===== src/rtl/run_ctrl_pkg.sv =====
// Shared definitions for the run controller: state encoding and reset-release thresholds.
// Benches and the core top import this package to decode controller state.
package run_ctrl_pkg;

  typedef enum logic [1:0] {
    ST_RESET   = 2'd0,
    ST_RUN     = 2'd1,
    ST_HALTED  = 2'd2,
    ST_TIMEOUT = 2'd3
  } state_t;

  // Release-count value at which reset domain k is let go.
  function automatic int rel_thr(input int k, input int cycles, input int stagger);
    return cycles + k * stagger;
  endfunction

endpackage


===== src/rtl/run_ctrl_rst_seq.sv =====
// Staggered reset release: each domain's reset drops when the release count
// reaches its own threshold, and stays low until the next load.
module run_ctrl_rst_seq
  import run_ctrl_pkg::*;
#(
  parameter int N_RST       = 2,
  parameter int CNT_W       = 32,
  parameter int RST_CYCLES  = 1,
  parameter int RST_STAGGER = 2
) (
  input  logic             clk,
  input  logic             load,
  input  logic             adv,
  input  logic [CNT_W-1:0] rel_cnt_nxt,
  output logic [N_RST-1:0] o_rst
);

  always_ff @(posedge clk) begin
    if (load) begin
      o_rst <= '1;
    end else if (adv) begin
      for (int k = 0; k < N_RST; k++) begin
        if (rel_cnt_nxt == CNT_W'(rel_thr(k, RST_CYCLES, RST_STAGGER)))
          o_rst[k] <= 1'b0;
      end
    end
  end

endmodule


===== src/rtl/run_ctrl.sv =====
// Run controller: sequences core resets, counts cycles, and records halt,
// pass and timeout for one run, with restart back into the reset sequence.
module run_ctrl
  import run_ctrl_pkg::*;
#(
  parameter int CNT_W       = 32,
  parameter int N_RST       = 2,
  parameter int RST_CYCLES  = 1,
  parameter int RST_STAGGER = 2,
  parameter int MAX_CYCLES  = 100
) (
  input  logic             clk,
  input  logic             rst,
  input  logic             i_halt,
  input  logic             i_pass,
  input  logic             i_restart,
  output logic [N_RST-1:0] o_rst,
  output logic [CNT_W-1:0] o_counter,
  output logic             o_running,
  output logic             o_done,
  output logic             o_pass,
  output logic             o_timeout
);

  localparam int LAST_THR = RST_CYCLES + (N_RST - 1) * RST_STAGGER;
  localparam logic [CNT_W-1:0] LAST_THR_C = CNT_W'(LAST_THR);
  localparam logic [CNT_W-1:0] MAX_C      = CNT_W'(MAX_CYCLES);
  localparam logic [CNT_W-1:0] ONE_C      = CNT_W'(1);

  if (N_RST < 1) begin : g_bad_nrst
    $error("run_ctrl: N_RST must be at least 1");
  end
  if (MAX_CYCLES < 0 || (CNT_W < 32 && MAX_CYCLES >= (1 << CNT_W))) begin : g_bad_max
    $error("run_ctrl: MAX_CYCLES does not fit in CNT_W bits");
  end
  if (MAX_CYCLES <= LAST_THR) begin : g_bad_seq
    $error("run_ctrl: MAX_CYCLES must exceed the full reset release time");
  end

  state_t           state_q, state_d;
  logic [CNT_W-1:0] rel_q, rel_nxt;
  logic             reload, at_max, inc, adv;
  logic             running_d, done_d, timeout_d;

  assign rel_nxt = rel_q + ONE_C;
  assign at_max  = (o_counter == MAX_C);
  assign reload  = rst || (((state_q == ST_HALTED) || (state_q == ST_TIMEOUT)) && i_restart);
  assign adv     = !reload && (state_q == ST_RESET);
  // Counter runs in RESET/RUN except on the edge that parks it in TIMEOUT.
  assign inc     = ((state_q == ST_RESET) || (state_q == ST_RUN)) && (state_d != ST_TIMEOUT);

  always_ff @(posedge clk) begin
    state_q <= state_d;
  end

  always_comb begin
    state_d = state_q;
    if (rst) begin
      state_d = ST_RESET;
    end else begin
      case (state_q)
        ST_RESET: begin
          if (at_max)                       state_d = ST_TIMEOUT;
          else if (rel_nxt == LAST_THR_C)   state_d = ST_RUN;
        end
        ST_RUN: begin
          if (i_halt)                       state_d = ST_HALTED;
          else if (at_max)                  state_d = ST_TIMEOUT;
        end
        ST_HALTED, ST_TIMEOUT: begin
          if (i_restart)                    state_d = ST_RESET;
        end
        default:                            state_d = ST_RESET;
      endcase
    end
  end

  always_comb begin
    running_d = (state_d == ST_RUN);
    done_d    = (state_d == ST_HALTED) || (state_d == ST_TIMEOUT);
    timeout_d = (state_d == ST_TIMEOUT);
  end

  always_ff @(posedge clk) begin
    o_running <= running_d;
    o_done    <= done_d;
    o_timeout <= timeout_d;

    if (reload)   o_counter <= ONE_C;
    else if (inc) o_counter <= o_counter + ONE_C;

    if (reload)                   rel_q <= '0;
    else if (state_q == ST_RESET) rel_q <= rel_nxt;

    if (reload)                          o_pass <= 1'b0;
    else if (state_q == ST_RUN && i_halt) o_pass <= i_pass;
  end

  run_ctrl_rst_seq #(
    .N_RST      (N_RST),
    .CNT_W      (CNT_W),
    .RST_CYCLES (RST_CYCLES),
    .RST_STAGGER(RST_STAGGER)
  ) u_rst_seq (
    .clk        (clk),
    .load       (reload),
    .adv        (adv),
    .rel_cnt_nxt(rel_nxt),
    .o_rst      (o_rst)
  );

endmodule

===== config.mk =====
export PLATFORM = sky130hd
export DESIGN_NAME = run_ctrl
export DESIGN_NICKNAME = d
export VERILOG_FILES = /design/src/rtl/run_ctrl_pkg.sv /design/src/rtl/run_ctrl_rst_seq.sv /design/src/rtl/run_ctrl.sv
export SDC_FILE = /design/constraint.sdc
export NUM_CORES = 1
export LEC_CHECK = 0
export CORE_ASPECT_RATIO = 0.8
export CORE_MARGIN = 10
export CORE_UTILIZATION = 58
export CTS_BUF_LIST = sky130_fd_sc_hd__clkbuf_8
export CTS_CLUSTER_SIZE = 25
export DETAILED_ROUTE_END_ITERATION = 10
export GPL_ROUTABILITY_DRIVEN = 0
export PLACE_DENSITY_LB_ADDON = 0.1
export SLEW_MARGIN = 5
export SYNTH_ARGS = -nofsm -noshare
export SYNTH_HDL_FRONTEND = slang
export SYNTH_SLANG_ARGS = --single-unit

===== constraint.sdc =====
create_clock -name clk -period 3.45 [get_ports clk]
set_input_delay 0.5175 -clock clk [delete_from_list [all_inputs] [get_ports clk]]
set_output_delay 0.5175 -clock clk [all_outputs]
set_load 0.005 [all_outputs]

==> impl_metrics.csv, run 1 <==
group,metric,value,unit
status,status,"complete, no violations",
finish,insertedDiodeCount,0,
die,ios,43,
synthesis,yosys.area.top_type,"dfxtp_1",
clock_tree,root_buffer,"clkbuf_8",
die,die_w,112,µm
synthesis,yosys-top-cells-area,"dfxtp_1 (37%), nor2_1 (7.7%), xnor2_1 (7.2%), xor2_1 (7.2%), nand4_1 (4.2%)",
setup_path,endpoint_kind,"flop",
setup_path,arrival,3180,ps
sta,tightest_slew,1050,ps
sta,max_freq,344,MHz
detailed_routing,wl_per_cell,15.2,µm
sta,finClkSkew,11.7,ps
synthesis,synth.net_count,501,
detailed_routing,num_vias,3519,
global_route,antenna_found_initial,0,
sta,holdWs,501,ps
synthesis,netlist_area,3890,µm²
die,die_y,93.3,µm
detailed_routing,drt_pre_antenna_iters,4,
setup_path,start_kind,"flop",
power_and_ir_drop,power_density,470,nW/µm²
clock_tree,clk_latency,350,ps
sta,period_share,84.2,%
clock_tree,cts_buffers,9,
clock_tree,cts_sinks,72,
finish,multi_input_area,2300,µm²
global_route,grt_start_max_net_pins,70,
finish,nets,531,
min_path,hp-class,"reg -> reg",
synthesis,yosys_warnings,0,
clock_tree,post_cts_resized,0,
finish,ff_latch_area,1440,µm²
finish,drive_gt1_share,5.33,%
global_route,grt_pass1_wl,16000,µm
die,initial_core_util,60.5,%
detailed_routing,drt_iter0_markers,229,
sta,finalWorstSetupSlack,544,ps
clock_tree,cts_tree,"done",
finish,fillers,556,
sta,hold_viol_final,0,
power_and_ir_drop,power.leakage,1.53,nW
clock_tree,clkTransAtPathRegs,80,ps
finish,syn_to_final_growth,17.5,%
die,coreArea,6440,µm²
detailed_routing,ant_nets,0,
clock_tree,clock_tree.buffer_depth,2,
sta,finalMaxSlewViolations,0,
die,die-area,10400,µm²
synthesis,dominantRegCellSynth,"dfxtp_1",
global_route,overflow,0,
synthesis,synthArstFlopShare,0,%
synthesis,synth_cell_types,48,
synthesis,synth_edf_count,0,
finish,postLayoutCoreUtil,71.0,%
synthesis,synth_seq_area_share,37.0,%
placed_design,hpwl,6660,µm
setup_path,critPathKind,"reg -> reg",
synthesis,synth.top_cell.area_share,37.0,%
clock_tree,post-cts-setup-buffer-count,0,
sta,relSlewSlack,29.8,%
detailed_routing,wl,9270,µm
power_and_ir_drop,total_power,0.00215,W
synthesis,syn_avg_cell_area,7.93,µm²
global_route,grt_usage,18.0,%
sta,rsz0062_at_grt,"false",
synthesis,syn_inst,491,
synthesis,synth-seq-cells,72,
setup_path,cp_max_fo,7,
placed_design,place_ws,553,ps
detailed_routing,vias_per_cell,5.78,
sta,period_needed,2910,ps
setup_path,worstPathRequired,3730,ps
detailed_routing,drc_errors,0,
power_and_ir_drop,irDropWorstVdd,272,µV
clock_tree,postCtsHoldBufs,0,
sta,tns,0,ps
sta,setup_violations,0,
clock_tree,htreeDepth,3,
die,rows,26,
global_route,grt_pass1_vias,3299,
placed_design,io_buffer_count,42,
flow_run,drv_cap,0,
[worst max-delay path, stage by stage, from the launching register on]
cell     delay (ps)
dfxtp_1         460
nand4_1         220
nor4_1          480
nand4_1         220
nor3_1          690
nand3_1         260
or3_1           360
a21oi_1         140
[kinds of logic (layout without fill, tap and decap cells)]
family | after synthesis | count (layout) | share of synthesized area (%)
AND/OR/NAND/NOR | 258 | 258 | 34.1
flip-flops | 72 | 72 | 37.0
XOR/XNOR | 64 | 64 | 14.4
AO/OA/AOI/OAI | 49 | 49 | 7.97
buffers and inverters | 39 | 73 | 3.89
adder cells (fa/ha/maj) | 5 | 5 | 1.61
multiplexers | 4 | 4 | 1.03
[synth_stat cells, types with 3 or more instances]
| master | instances |
|---|---|
| and4_1 | 9 |
| xor2_1 | 32 |
| or2_2 | 5 |
| nor4_1 | 14 |
| nand4_1 | 26 |
| ha_1 | 5 |
| xnor2_1 | 32 |
| and2_1 | 5 |
| clkbuf_1 | 21 |
| a211oi_1 | 3 |
| or3_1 | 9 |
| nand2_1 | 37 |
| nor3_1 | 20 |
| nand3_1 | 27 |
| nor2_1 | 80 |
| o21ai_0 | 12 |
| inv_1 | 13 |
| nor4b_1 | 3 |
| and3_1 | 9 |
| mux2i_1 | 4 |
| nand2b_1 | 3 |
| buf_2 | 3 |
| dfxtp_1 | 72 |
| a21oi_1 | 14 |
[layout by cell type, fill, tap and decap left out, drive strengths merged, types with 9 or more instances in the layout]
cell and n:
a21oi 14, and3 9, and4 9, clkbuf 9, clkdlybuf4s50 42, dfxtp 72, inv 14, nand2 37
nand3 27, nand4 27, nor2 80, nor3 20, nor4 15, o21ai 12, or3 9, xnor2 32
xor2 32
[through the flow]
step,area [µm²],instances
3_3_place_gp,4340,594
2_1_floorplan,3890,491
4_1_cts,4570,609
6_report,4570,609
5_1_grt,4570,609
3_5_place_dp,4340,594
[path summary, 6_finish.rpt]
check	slack [ps]	from	cells past startpoint	to
setup / recovery	540	o_counter[3]$_SDFFE_PP0P_	7	o_counter[24]$_SDFFE_PP0P_
hold / removal	500	u_rst_seq.o_rst[0]$_SDFFE_PP1P_	2	u_rst_seq.o_rst[0]$_SDFFE_PP1P_
setup reg to reg	540	o_counter[3]$_SDFFE_PP0P_	7	o_counter[24]$_SDFFE_PP0P_
hold reg to reg	500	u_rst_seq.o_rst[0]$_SDFFE_PP1P_	2	u_rst_seq.o_rst[0]$_SDFFE_PP1P_
[layout make-up]
type	instances	share of cell area, %
sequential	72	31.5
inverter	13	1.07
timing repair buffer	45	9.68
clock buffer	9	2.71
clock inverter	6	2.41
tap	84	2.30
multi-input combinational	380	50.3
[metal layers]
layer  track usage (%)  wire length (µm)  vias up
li1                  -                 -     1777
met1              24.7              4560     1636
met2              26.6              4010       94
met3              6.13               603       12
met4              3.53                97        0
met5                 0                 0        -
[power by group]
group          switching [W]  internal [W]
Combinational       0.000205      0.000185
Clock               0.000318      0.000475
Sequential         0.0000756      0.000889
[flip-flops by register name, summed over array words and instances, names as in the netlist]
register / count
o_counter: 32
o_running: 1
state_q: 2
o_done: 1
u_rst_seq.o_rst: 2
o_pass: 1
rel_q: 32
o_timeout: 1
(Power assumes the default switching activity.)
==> inputs of run 2 (changes only) <==
- CORE_UTILIZATION: 58 -> 53
- clock period: 3.45 -> 2.5 ns (I/O delays scaled with it)
==> run 2 against run 1 <==
Effect of this change: sequential power grew 37%; clock power grew 46%; final cell count grew 5.9%; flip-flop and latch count is the same; largest cell class unchanged; global-route usage grew 0.28 points; first-iteration DRC count grew 22%; clock-buffer cell count grew 2; combinational power grew 57%; core utilization shrank 1.4 points; worst setup slack lost 480 ps; fmax grew 19%.
==> impl_metrics.csv, run 2 (synthesized netlist as in run 1, its figures left out) <==
group,metric,value,unit
status,status,"complete, no violations",
power_and_ir_drop,total_power,0.00309,W
die,initial_core_util,55.4,%
finish,fillers,593,
detailed_routing,num_vias,3679,
setup_path,cpPeakStageDelay,520,ps
power_and_ir_drop,comb_power_share,19.9,%
sta,rsz0062_at_grt,"true",
power_and_ir_drop,p_int,0.00224,W
placed_design,hpwl,7250,µm
sta,period_share,97.5,%
global_route,grt_usage,18.2,%
detailed_routing,wl,9990,µm
detailed_routing,drc_errors,0,
setup_path,worstPathRequired,2730,ps
detailed_routing,wl_per_cell,15.5,µm
power_and_ir_drop,p_clk_share,37.6,%
detailed_routing,vias_per_cell,5.70,
clock_tree,htreeDepth,3,
sta,relSlewSlack,54.5,%
min_path,min_path_cells,2,
setup_path,endpoint_kind,"flop",
setup_path,critPathKind,"reg -> reg",
sta,finalMaxSlewViolations,0,
die,rows,27,
flow_run,drv_cap,0,
setup_path,cp_slowest_cell,"or4_4",
setup_path,rr_worst_depth,8,
die,die-area,11200,µm²
power_and_ir_drop,power.leakage,1.71,nW
power_and_ir_drop,p_seq_share,42.5,%
die,die_w,116,µm
placed_design,io_buffer_count,42,
global_route,grt_start_max_net_pins,70,
setup_path,r2r_end,"u_rst_seq.o_rst[0]$_SDFFE_PP1P_",
global_route,grt_pass1_vias,3439,
detailed_routing,drt_pre_antenna_iters,5,
setup_path,arrival,2670,ps
power_and_ir_drop,power_density,632,nW/µm²
global_route,antenna_found_initial,0,
die,die_y,96.7,µm
finish,final_common_cell,"nor2_1",
clock_tree,cts_tree,"done",
min_path,hp-class,"reg -> reg",
die,ios,43,
sta,finClkSkew,9.37,ps
power_and_ir_drop,p_sw_share,27.5,%
clock_tree,cts_buffers,9,
setup_path,rrSetupSlack,60,ps
global_route,overflow,0,
finish,drive_gt1_share,12.7,%
sta,tightest_slew,682,ps
finish,final_cell_mix,"nor2_1 (80), dfxtp_1 (70), clkdlybuf4s50_1 (42)",
clock_tree,root_buffer,"clkbuf_8",
global_route,grt_pass1_wl,17000,µm
detailed_routing,drt_iter0_markers,280,
placed_design,placed_cell_area,4600,µm²
setup_path,timing.rr.start,"rel_q[0]$_SDFFE_PP0P_",
finish,largest_registers,"o_counter (32), rel_q (32)",
sta,setup_violations,0,
sta,tns,0,ps
power_and_ir_drop,p_sw,0.000851,W
setup_path,worstPathCellList,"ha_4 -> nand3_2 -> or4_4 -> or4_1 -> a211o_1 -> nor4_4 -> and3_4 -> a31oi_1",
clock_tree,postCtsHoldBufs,0,
sta,period_needed,2440,ps
finish,insertedDiodeCount,0,
clock_tree,clkTransAtPathRegs,80,ps
clock_tree,clk_latency,350,ps
min_path,hp-start,"o_pass$_SDFFE_PP0P_",
setup_path,cp_max_fo,3,
setup_path,start_kind,"flop",
finish,syn_to_final_growth,25.7,%
min_path,whs_endpoint,"o_pass$_SDFFE_PP0P_",
detailed_routing,ant_nets,0,
clock_tree,clock_tree.buffer_depth,2,
power_and_ir_drop,irDropWorstVdd,307,µV
clock_tree,cts_sinks,72,
finish,design_area,4890,µm²
sta,hold_viol_final,0,
finish,nets,563,
die,coreArea,7030,µm²
sta,max_freq,410,MHz
-- run 2: through the flow --
stage / setup slack [ps] / cells / util, % / hold WS [ps]
6_report: 62.3 / 645 / 69.6 / 503
3_5_place_dp: 34.8 / 629 / 65.5 / 487
2_1_floorplan: 1.77 / 491 / - / 463
4_1_cts: 5.17 / 645 / 69.1 / 510
3_3_place_gp: 74.0 / 629 / 65.5 / 478
5_1_grt: -14.4 / 645 / 69.6 / 544
-- run 2: worst max-delay path: cells and delay by family, from the launching register on --
family,cells,cell delay (ps)
AND/OR/NAND/NOR,5,1440
adder cells (fa/ha/maj),1,140
flip-flops,1,360
AO/OA/AOI/OAI,2,380
-- run 2: what timing repair did --
| item | 4_1_cts | 5_1_grt |
|---|---|---|
| endpoints found under the setup margin | 0 | 8 |
| buffers inserted | 0 | 0 |
| gates resized for setup | 0 | 7 |
| endpoints found under the hold margin | 0 | 0 |
-- run 2: power by group through the flow --
| stage | clock network, W | registers, W | logic, W |
|---|---|---|---|
| global placement | 0 | 0.00134 | 0.000590 |
| finish | 0.00116 | 0.00132 | 0.000614 |
| detailed placement | 0 | 0.00134 | 0.000597 |
| global route | 0.00124 | 0.00133 | 0.000691 |
| floorplan | 0 | 0.00133 | 0.000336 |
| CTS | 0.00119 | 0.00131 | 0.000604 |
-- run 2: worst max-delay path by stage --
| stage | startpoint | end | slack, ps | depth (start not counted) |
|---|---|---|---|---|
| 3_3_place_gp | rel_q[0]$_SDFFE_PP0P_ | u_rst_seq.o_rst[1]$_SDFFE_PP1P_ | 70 | 8 |
| 2_1_floorplan | rel_q[12]$_SDFFE_PP0P_ | u_rst_seq.o_rst[1]$_SDFFE_PP1P_ | 2 | 8 |
| 6_report | rel_q[0]$_SDFFE_PP0P_ | u_rst_seq.o_rst[0]$_SDFFE_PP1P_ | 60 | 8 |
| 5_1_grt | rel_q[10]$_SDFFE_PP0P_ | u_rst_seq.o_rst[0]$_SDFFE_PP1P_ | -10 | 8 |
| 3_5_place_dp | rel_q[0]$_SDFFE_PP0P_ | u_rst_seq.o_rst[0]$_SDFFE_PP1P_ | 30 | 8 |
| 4_1_cts | rel_q[0]$_SDFFE_PP0P_ | u_rst_seq.o_rst[0]$_SDFFE_PP1P_ | 5 | 8 |
-- run 2: layout make-up --
class | instances | area (µm²) | share of cell area [%]
tap | 87 | 109 | 2.22
timing repair buffer | 77 | 683 | 14.0
clock buffer | 11 | 151 | 3.09
inverter | 13 | 48.8 | 0.997
clock inverter | 5 | 103 | 2.10
sequential | 72 | 1440 | 29.5
multi-input combinational | 380 | 2350 | 48.1
-- run 2: metal layers --
metal,up-vias,wire length (µm),GRT usage (%)
met5,-,0,0
met4,0,86,3.62
met3,12,822,6.35
met2,131,4390,26.0
met1,1701,4700,25.8
li1,1835,-,-
